$ cat src/rtl/alu_pkg.sv
// Shared ALU definitions for the Mips32bit datapath.
//   ALU_WIDTH : native datapath width
//   ADD / SUB : encoding of the add/subtract select line
package alu_pkg;
    localparam int   ALU_WIDTH = 32;
    localparam logic ADD       = 1'b0;
    localparam logic SUB       = 1'b1;
endpackage

$ cat src/rtl/adder_segment.sv
// Combinational SEG-bit adder slice used by each stage of pipelined_addsub.
// Ports:
//   a_i, b_i   : SEG-bit operand slices (b_i already inverted for subtract)
//   cin_i      : carry into the slice
//   sum_o      : SEG-bit slice sum
//   cout_o     : carry out of the slice MSB
//   msb_cin_o  : carry into the slice MSB (used for signed overflow at the top slice)
module adder_segment #(
    parameter int SEG = 8
) (
    input  logic [SEG-1:0] a_i,
    input  logic [SEG-1:0] b_i,
    input  logic           cin_i,
    output logic [SEG-1:0] sum_o,
    output logic           cout_o,
    output logic           msb_cin_o
);
    assign {cout_o, sum_o} = {1'b0, a_i} + {1'b0, b_i} + {{SEG{1'b0}}, cin_i};

    // The MSB sum bit is a^b^cin at that position, so the carry into it falls out directly.
    assign msb_cin_o = a_i[SEG-1] ^ b_i[SEG-1] ^ sum_o[SEG-1];
endmodule

$ cat src/rtl/pipelined_addsub.sv
// Pipelined WIDTH-bit adder/subtractor split into STAGES equal segments.
// Each stage adds one segment and registers its carry into the next stage; the
// not-yet-added upper operand segments travel alongside as registered skew.
// Ports:
//   clk, rst_n           : clock (rising edge), asynchronous active-low reset
//   in_valid / in_ready  : operand bundle handshake (a, b, carry_in, sub)
//   out_valid / out_ready: result bundle handshake (sum, carry_out, overflow, zero)
//   sub                  : 0 = a+b+carry_in, 1 = a-b-carry_in (carry_in acts as borrow)
//   carry_out            : add: carry out; sub: 1 = borrow occurred
//   overflow, zero       : signed overflow and sum==0 flags
//
// Handshake: a bundle moves when valid & ready are both high on a rising edge. The
// producer holds its bundle stable while valid is high and ready is low. Here the whole
// pipe shares one enable (en = ~out_valid | out_ready); in_ready equals en, so nothing
// moves anywhere while a result is waiting on a stalled consumer.
module pipelined_addsub
    import alu_pkg::*;
#(
    parameter int WIDTH  = ALU_WIDTH,
    parameter int STAGES = 4
) (
    input  logic             clk,
    input  logic             rst_n,
    input  logic             in_valid,
    output logic             in_ready,
    input  logic [WIDTH-1:0] a,
    input  logic [WIDTH-1:0] b,
    input  logic             carry_in,
    input  logic             sub,
    output logic             out_valid,
    input  logic             out_ready,
    output logic [WIDTH-1:0] sum,
    output logic             carry_out,
    output logic             overflow,
    output logic             zero
);
    localparam int SEG = (STAGES > 0) ? WIDTH / STAGES : WIDTH;
    localparam logic [WIDTH-1:0] SEG_MASK = WIDTH'({SEG{1'b1}});

    if (STAGES < 1 || STAGES > WIDTH) begin : g_bad_stages
        $error("pipelined_addsub: STAGES must be in 1..WIDTH");
    end else if (WIDTH % STAGES != 0) begin : g_bad_split
        $error("pipelined_addsub: WIDTH must be a multiple of STAGES");
    end

    // Stage registers: index k holds the bundle after segment k has been added.
    logic             v_q   [STAGES];
    logic [WIDTH-1:0] a_q   [STAGES];
    logic [WIDTH-1:0] b_q   [STAGES];
    logic [WIDTH-1:0] sum_q [STAGES];
    logic             c_q   [STAGES];
    logic             sub_q [STAGES];
    logic             ovf_q;
    logic             cout_q;
    logic             zero_q;

    // Inputs seen by stage k (port values for k = 0, previous register otherwise).
    logic             st_v   [STAGES];
    logic [WIDTH-1:0] st_a   [STAGES];
    logic [WIDTH-1:0] st_b   [STAGES];
    logic [WIDTH-1:0] st_sum [STAGES];
    logic             st_c   [STAGES];
    logic             st_sub [STAGES];

    logic [SEG-1:0]   seg_s   [STAGES];
    logic             seg_c   [STAGES];
    logic             seg_msb [STAGES];
    logic [WIDTH-1:0] sum_d   [STAGES];

    logic en;

    assign en       = ~v_q[STAGES-1] | out_ready;
    assign in_ready = en;

    for (genvar k = 0; k < STAGES; k++) begin : g_stage
        if (k == 0) begin : g_head
            // Subtract is a + ~b + 1 with the borrow folded into the inverted carry-in.
            assign st_v[k]   = in_valid;
            assign st_a[k]   = a;
            assign st_b[k]   = (sub == SUB) ? ~b : b;
            assign st_c[k]   = (sub == SUB) ? ~carry_in : carry_in;
            assign st_sum[k] = '0;
            assign st_sub[k] = sub;
        end else begin : g_body
            assign st_v[k]   = v_q[k-1];
            assign st_a[k]   = a_q[k-1];
            assign st_b[k]   = b_q[k-1];
            assign st_c[k]   = c_q[k-1];
            assign st_sum[k] = sum_q[k-1];
            assign st_sub[k] = sub_q[k-1];
        end

        adder_segment #(.SEG(SEG)) u_seg (
            .a_i       (st_a[k][k*SEG +: SEG]),
            .b_i       (st_b[k][k*SEG +: SEG]),
            .cin_i     (st_c[k]),
            .sum_o     (seg_s[k]),
            .cout_o    (seg_c[k]),
            .msb_cin_o (seg_msb[k])
        );

        // Drop this stage's result slice into the accumulating sum, keep the lower slices.
        assign sum_d[k] = (st_sum[k] & ~(SEG_MASK << (k*SEG)))
                        | (WIDTH'(seg_s[k]) << (k*SEG));
    end

    always_ff @(posedge clk or negedge rst_n) begin
        if (!rst_n) begin
            for (int k = 0; k < STAGES; k++) begin
                v_q[k]   <= 1'b0;
                a_q[k]   <= '0;
                b_q[k]   <= '0;
                sum_q[k] <= '0;
                c_q[k]   <= 1'b0;
                sub_q[k] <= 1'b0;
            end
            ovf_q  <= 1'b0;
            cout_q <= 1'b0;
            zero_q <= 1'b0;
        end else if (en) begin
            // Bubbles shift with everything else; no compaction.
            for (int k = 0; k < STAGES; k++) begin
                v_q[k]   <= st_v[k];
                a_q[k]   <= st_a[k];
                b_q[k]   <= st_b[k];
                sum_q[k] <= sum_d[k];
                c_q[k]   <= seg_c[k];
                sub_q[k] <= st_sub[k];
            end
            // Flags come from the top slice as it is added.
            ovf_q  <= seg_msb[STAGES-1] ^ seg_c[STAGES-1];
            cout_q <= seg_c[STAGES-1] ^ st_sub[STAGES-1];
            zero_q <= ~|sum_d[STAGES-1];
        end
    end

    assign out_valid = v_q[STAGES-1];
    assign sum       = sum_q[STAGES-1];
    assign carry_out = cout_q;
    assign overflow  = ovf_q;
    assign zero      = zero_q;
endmodule
$ cat config.mk
export PLATFORM = sky130hd
export DESIGN_NAME = pipelined_addsub
export DESIGN_NICKNAME = d
export VERILOG_FILES = /design/src/rtl/alu_pkg.sv /design/src/rtl/adder_segment.sv /design/src/rtl/pipelined_addsub.sv
export SDC_FILE = /design/constraint.sdc
export NUM_CORES = 1
export LEC_CHECK = 0
export CAP_MARGIN = 15
export CORE_MARGIN = 2
export CORE_UTILIZATION = 51
export DETAILED_ROUTE_END_ITERATION = 7
export GPL_TIMING_DRIVEN = 0
export HOLD_SLACK_MARGIN = 0.08
export PLACE_DENSITY = 0.82
export SLEW_MARGIN = 20
export SYNTH_ARGS = -nofsm -noshare
export SYNTH_HDL_FRONTEND = slang
export SYNTH_HIERARCHICAL = 1
export SYNTH_SLANG_ARGS = --single-unit
$ cat constraint.sdc
create_clock -name clk -period 2.5 [get_ports clk]
set_input_delay 0.75 -clock clk [delete_from_list [all_inputs] [get_ports clk]]
set_output_delay 0.75 -clock clk [all_outputs]
set_load 0.1 [all_outputs]
=== After elaboration in Yosys (flattened, before gate mapping) ===
Cells that the tools add are included.

* Register bits after elaboration: 285
* Output and inout bits: 37

* $add $sub $neg: 8
* Muxes and demuxes: 2
* Bitwise operators: 11
* Reductions and logical operators: 2

{| class="wikitable"
|+ Operators with widths
! operator !! count
|-
| 8-bit by 8-bit adder with 9-bit output || 4
|-
| 9-bit by 1-bit adder with 9-bit output || 4
|-
| 32-bit two-way mux || 1
|-
| 32-bit inverter || 1
|-
| 24-bit by 32-bit OR with 32-bit output || 1
|-
| 32-bit OR reduction || 1
|-
| 16-bit by 24-bit OR with 24-bit output || 1
|-
| 8-bit by 16-bit OR with 16-bit output || 1
|-
| 1-bit bitwise XOR || 4
|-
| 1-bit inverter || 2
|-
| 1-bit logical NOT || 1
|-
| 1-bit two-way mux || 1
|-
| 1-bit OR || 1
|}

=== Longest topological paths before layout ===
Gate-level depths: netlist (run 1).

* Depth after elaboration: 5
* Gate-level depth with buffers: 10

=== By module ===
Netlist (run 1), hierarchy kept.

{| class="wikitable"
|+ By module, submodules not included
! module !! instances !! cells each !! area an instance (µm²)
|-
| pipelined_addsub || 1 || 819 || 7,492.2
|-
| adder_segment (g_stage[2].u_seg ...) || 2 || 43 || 364.1
|-
| adder_segment (g_stage[0].u_seg ...) || 2 || 43 || 345.3
|}

=== Worst setup path after synthesis (run 1) ===
Ideal clock, no wire load.

* Path type: input -> register
* From: in sub
* To: reg c_q[3] (netlist name)
* Setup time: 0.117 ns
* Data arrival time: 2.585 ns
* Data required time: 2.383 ns
* Slack: -0.201 ns
* Stages: 10
* Cells stage by stage: buf_4 buf_4 xor2_1 fa_1 fa_1 a21oi_1 o21a_1 o21ai_0 nand2_1 nand2_1

{| class="wikitable"
|+ RTL lines
! what !! line !! source
|-
| from (decl) || pipelined_addsub.sv:29 || <nowiki>input logic sub,</nowiki>
|-
| to (signal, indexed assignment) || pipelined_addsub.sv:127 || <nowiki>c_q[k] <= seg_c[k];</nowiki>
|-
| to (decl) || pipelined_addsub.sv:51 || <nowiki>logic c_q [STAGES];</nowiki>
|}

=== Worst setup path in the final report (run 1) ===
* From: in out_ready
* To: out in_ready

* Word-level cells in the longest chain between the ends: 1

{| class="wikitable"
|+ RTL lines
! what !! line !! source
|-
| from (decl) || pipelined_addsub.sv:31 || <nowiki>input logic out_ready,</nowiki>
|-
| 1-bit OR || pipelined_addsub.sv:72 || <nowiki>assign en = ~v_q[STAGES-1] | out_ready;</nowiki>
|-
| to (decl) || pipelined_addsub.sv:25 || <nowiki>output logic in_ready,</nowiki>
|}

Every way passes these cells.

==> metrics.txt, run 1 <==
status=finished clean; # clock sinks=189; chip width=136 um; initial antenna violation count=0; f_max=408 MHz; Worst setup SP type=input pin; CORE AREA=17200 um2; CTS tree=done; Final HPWL DP=14000 um; setup ws final=0.0469 ns; Final Hold Fails=0; ratio of cells with drive above 1 in the final layout=0.0943; # hold bufs at CTS=0; period utilisation layout=0.981; Starting DRT DRC Count=376; worst hold slack=0.187 ns; via count=6822; design area=10800 um2; gr usage total=0.219; Tmin final=2.45 ns; Max Buffers Root-to-Sink=2; Mapped Nets=1091; largest net degree at the start of global routing=79; DP Area=10300 um2; WL final=18900 um; Core Util, Final=0.631; PortBufs=105; die area=18500 um2; Setup WS pre-CTS=-1.19 ns; VDD IR max=830 uV; routed len/inst=14.0 um; pwr dens=1420 nW/um2; Synth Cell Area=8870 um2; Final Skew=0.00735 ns; Worst Hold Class=input pin to asynchronous set/reset pin; synthesis-to-finish area growth=22.2%; global route total overflow=0; Final Max Slew Viols=0; Clk Latency, worst-skew pair=0.44 ns; Power, Total=15.4 mW; RSZ-0062 raised after global routing=false; post-route setup TNS=0 ns; # setup viols final=0; crit path capture type=output pin; number of nets in the layout=1219; Max FO, Critical Path=19; Crit path required time=1.75 ns; post-route non-filler standard cell count=1349; max_cap viols=0; slew margin rel.=0.343; Die Ht=136 um; Post-Synthesis Cells=985; synthesized area per cell=9.00 um2; Yosys Warn Count=6; first-pass GRT wire length=31600 um; Antenna Violating Nets Remaining=0; Filler cells=1437; Inst Count DP=1317; CTS buffer count=17; DRT Pass-1 Iters=4; Clk pin slew, worst setup/hold paths=0.06 ns; RePlAce Congestion=0.821; ant diodes=0; IO Pins=107; row count=48; Via-to-Cell Ratio=5.06; Least-Margin Pin Slew=0.990 ns; crit path DAT=1.70 ns; DRC viols=0; Initial Util=0.516; vias in the first global route=6653; crit path kind=input pin to output pin; CTS root buf=clkbuf_16; Lkg Pwr=5.50 nW; htree depth=4
-- final timing paths --
| check | start | end | slack (ns) | depth (start not counted) |
|---|---|---|---|---|
| worst min-delay path | rst_n | st_v[2]$_DFFE_PN0P_ | 0.19 | 1 |
| min in group clk | st_v[0]$_DFFE_PN0P_ | st_v[0]$_DFFE_PN0P_ | 0.46 | 2 |
| max in group asynchronous | rst_n | sum[22]$_DFFE_PN0P_ | 1.32 | 3 |
| worst max-delay path | out_ready | in_ready | 0.05 | 5 |
| worst min register to register | st_v[0]$_DFFE_PN0P_ | st_v[0]$_DFFE_PN0P_ | 0.46 | 2 |
| worst max register to register | c_q[1]$_DFFE_PN0P_ | zero$_DFFE_PN0P_ | 0.12 | 8 |
-- cells in the final DEF (no fill, tap or decap), types with 6 or more instances in the layout --
cell type          n
o21ai_0           28
buf_2             22
nor4_1            12
clkbuf_16         17
ha_1              27
buf_6             12
a21oi_2           10
a311o_1           12
dlygate4sd2_1     36
nand3_1            6
dfrtp_1          189
clkdlybuf4s50_1   67
xnor2_1           34
inv_1             12
a21oi_1           14
nand2_1          522
buf_4              9
xor2_1            16
-- where the power goes --
group / internal, mW / switching (mW) / leakage, nW
Combinational: 2.43 / 5.17 / 2.95
Clock: 1.32 / 1.15 / 0.255
Sequential: 4.42 / 0.866 / 2.30
-- flip-flops by register name, indices dropped and copies added, names as in the netlist --
register   flops
st_sum        48
b_q           48
c_q            3
zero           1
sum           32
st_v           3
out_valid      1
carry_out      1
overflow       1
st_sub         3
a_q           48
-- cell type report --
| cell class | count | area, um2 | area share |
|---|---|---|---|
| Buffer | 44 | 328 | 0.0303 |
| Inverter | 17 | 76.3 | 0.00704 |
| Sequential cell | 189 | 4730 | 0.436 |
| Tap cell | 225 | 282 | 0.0260 |
| Clock inverter | 11 | 83.8 | 0.00774 |
| Multi-Input combinational cell | 734 | 3790 | 0.349 |
| Timing Repair Buffer | 110 | 1100 | 0.101 |
| Clock buffer | 19 | 453 | 0.0418 |
-- worst max-delay path: stages --
cell and delay (ns):
clkdlybuf4s50_1 0.48, nor2b_2 0.05, buf_6 0.14, inv_12 0.10, buf_12 0.18
-- what timing repair did --
action | in CTS | in global routing
cloned | 0 | 0
buffers inserted | 0 | 3
pin swaps | 1 | 3
resized for setup | 50 | 2
endpoints found under the setup margin | 38 | 2
-- layer usage --
metal / wire length (um) / vias up / global-route usage / part of all wire
met5: 0 / - / 0 / 0
met4: 242 / 0 / 0.0631 / 0.013
met3: 900 / 19 / 0.0507 / 0.048
met2: 9000 / 155 / 0.361 / 0.48
met1: 8720 / 3246 / 0.292 / 0.46
li1: - / 3402 / - / -
Note: power is estimated with default switching activity, not from simulation.
==> run 2, diff against run 1 <==
Settings changed: CORE_MARGIN 2 to 5.
==> metrics.txt, run 2 (synthesis gave the netlist of run 1 again) <==
# clock sinks=189 (unchanged); row count=48 (unchanged); Final HPWL DP=14100 um (+0.78%); crit path DAT=1.70 ns (about the same); period utilisation layout=0.979 (-0.00212); Tmin final=2.45 ns (-0.00529 ns); vias in the first global route=6535 (-1.8%); Final Hold Fails=0 (unchanged); crit path capture type=output pin; crit path kind=input pin to output pin; RePlAce Congestion=0.822 (about the same); VDD IR max=935 uV (+13%); Filler cells=1444 (+0.49%); Antenna Violating Nets Remaining=0 (unchanged); Final Max Slew Viols=0 (unchanged); Starting DRT DRC Count=449 (+19%); worst r2r dst=zero$_DFFE_PN0P_; Least-Margin Pin Slew=0.993 ns (+0.00263 ns); ratio of cells with drive above 1 in the final layout=0.0942 (about the same); Die Ht=142 um (+4.4%); chip width=142 um (+4.4%); die area=20100 um2 (+9.0%); first-pass GRT wire length=32000 um (+1.2%); PortBufs=105 (unchanged); max_cap viols=0 (unchanged); Worst setup SP type=input pin; CTS tree=done; Max Buffers Root-to-Sink=2 (unchanged); largest net degree at the start of global routing=79 (unchanged); Crit path required time=1.75 ns (about the same); routed len/inst=14.1 um (+1.1%); RSZ-0062 raised after global routing=false; global route total overflow=0 (unchanged); reg2reg setup slack=0.15 ns (+0.03 ns); Clk pwr share=0.167 (+0.006); slowest cell on the critical path=clkdlybuf4s50_1; Register Area=4730 um2 (unchanged); slew margin rel.=0.341 (-0.00174); Worst R2R Start=a_q[56]$_DFFE_PN0P_; CTS root buf=clkbuf_16; CORE AREA=17200 um2 (unchanged); Worst Hold Class=input pin to asynchronous set/reset pin; IO Pins=107 (unchanged); share of power burned in registers=0.341 (-0.003); CTS buffer count=17 (unchanged); critical path cell sequence=clkdlybuf4s50_1 > nor2b_2 > buf_6 > inv_12 > buf_12; f_max=409 MHz (+0.22%); post-route setup TNS=0 ns (unchanged); Int Pwr=8.25 mW (+0.99%); DRT Pass-1 Iters=7 (+3); initial antenna violation count=0 (unchanged); setup ws final=0.0522 ns (+0.00529 ns); most common cell after layout, fill and taps aside=nand2_1; status=finished clean; number of nets in the layout=1219 (unchanged); htree depth=4 (unchanged); multi-input logic area=3790 um2 (about the same); Sw Ratio=0.467 (-0.00108); max incr delay on CP=0.47 ns (about the same); Final Skew=0.0104 ns (+0.00306 ns); DRC viols=0 (unchanged); ant diodes=0 (unchanged); synthesis-to-finish area growth=22.5%; most frequent cells in the layout=nand2_1, dfrtp_1, clkdlybuf4s50_1, dlygate4sd2_1, xnor2_1; Setup WS pre-CTS=-1.19 ns (-0.000580 ns); Power, Total=15.5 mW (+0.78%); Clk pin slew, worst setup/hold paths=0.07 ns (about the same); # setup viols final=0 (unchanged); WL final=19100 um (+1.1%); gr usage total=0.199 (-0.0201); via count=6792 (-0.44%); Max FO, Critical Path=19 (unchanged); P_sw=7.23 mW (+0.55%); Lkg Pwr=5.51 nW (+0.19%); R2R depth=8 (unchanged); Via-to-Cell Ratio=5.03 (-0.51%); pwr dens=1420 nW/um2 (+0.50%); Clk Latency, worst-skew pair=0.43 ns (about the same); Initial Util=0.516 (unchanged); combinational power share=0.492 (-0.003)
==> run 2: how the worst max path moves through the flow <==
stage	startpoint	end	slack [ns]	cells after the start
after floorplan	sub	st_sum[68]$_DFFE_PN0P_	0.0009	10
after detailed placement	out_ready	in_ready	-1.19	6
final	out_ready	in_ready	0.05	5
after CTS	a_q[56]$_DFFE_PN0P_	zero$_DFFE_PN0P_	0.01	8
after global placement	rst_n	sum[0]$_DFFE_PN0P_	-6.77	1
after global routing	out_ready	in_ready	0.01	5
==> run 2: layout make-up <==
type / count / share of cell area
Clock inverter: 13 / 0.0126
Buffer: 44 / 0.0302
Clock buffer: 18 / 0.0395
Multi-Input combinational cell: 734 / 0.349
Sequential cell: 189 / 0.435
Tap cell: 225 / 0.0259
Inverter: 17 / 0.00702
Timing Repair Buffer: 110 / 0.101
==> run 2: stage by stage <==
stage	hold WS [ns]	cell area, um2	util	std cells
final	0.194	10900	0.633	1350
after global placement	0.445	10200	0.596	1315
after detailed placement	0.450	10300	0.599	1317
after floorplan	0.430	8900	-	985
after CTS	0.198	10800	0.631	1347
after global routing	0.216	10900	0.633	1350
==> run 2: layer usage <==
| metal | track usage | share of wire | vias to the layer above |
|---|---|---|---|
| met3 | 0.0324 | 0.050 | 20 |
| met1 | 0.275 | 0.46 | 3177 |
| met2 | 0.327 | 0.47 | 179 |
| met5 | 0 | 0 | - |
| li1 | - | - | 3416 |
| met4 | 0.0586 | 0.015 | 0 |
==> run 2: power groups by stage <==
stage / clock network, mW / logic, mW / registers [mW]
finish: 2.58 / 7.62 / 5.27
global route: 2.75 / 8.40 / 5.44
CTS: 2.62 / 7.58 / 5.27
detailed placement: 0 / 7.65 / 5.32
global placement: 0 / 7.46 / 5.28
floorplan: 0 / 3.94 / 7.07
==> run 2: critical path: cells and delay by family <==
family | cells | cell delay, ns
simple gates | 1 | 0.05
buf+inv | 4 | 0.88
==> run 2: timing repair <==
action	CTS	global route
gates resized for setup	49	3
pin swaps	0	1
buffers inserted	0	3
hold buffers	0	0
setup endpoints to repair	38	2
endpoints found under the hold margin	0	0
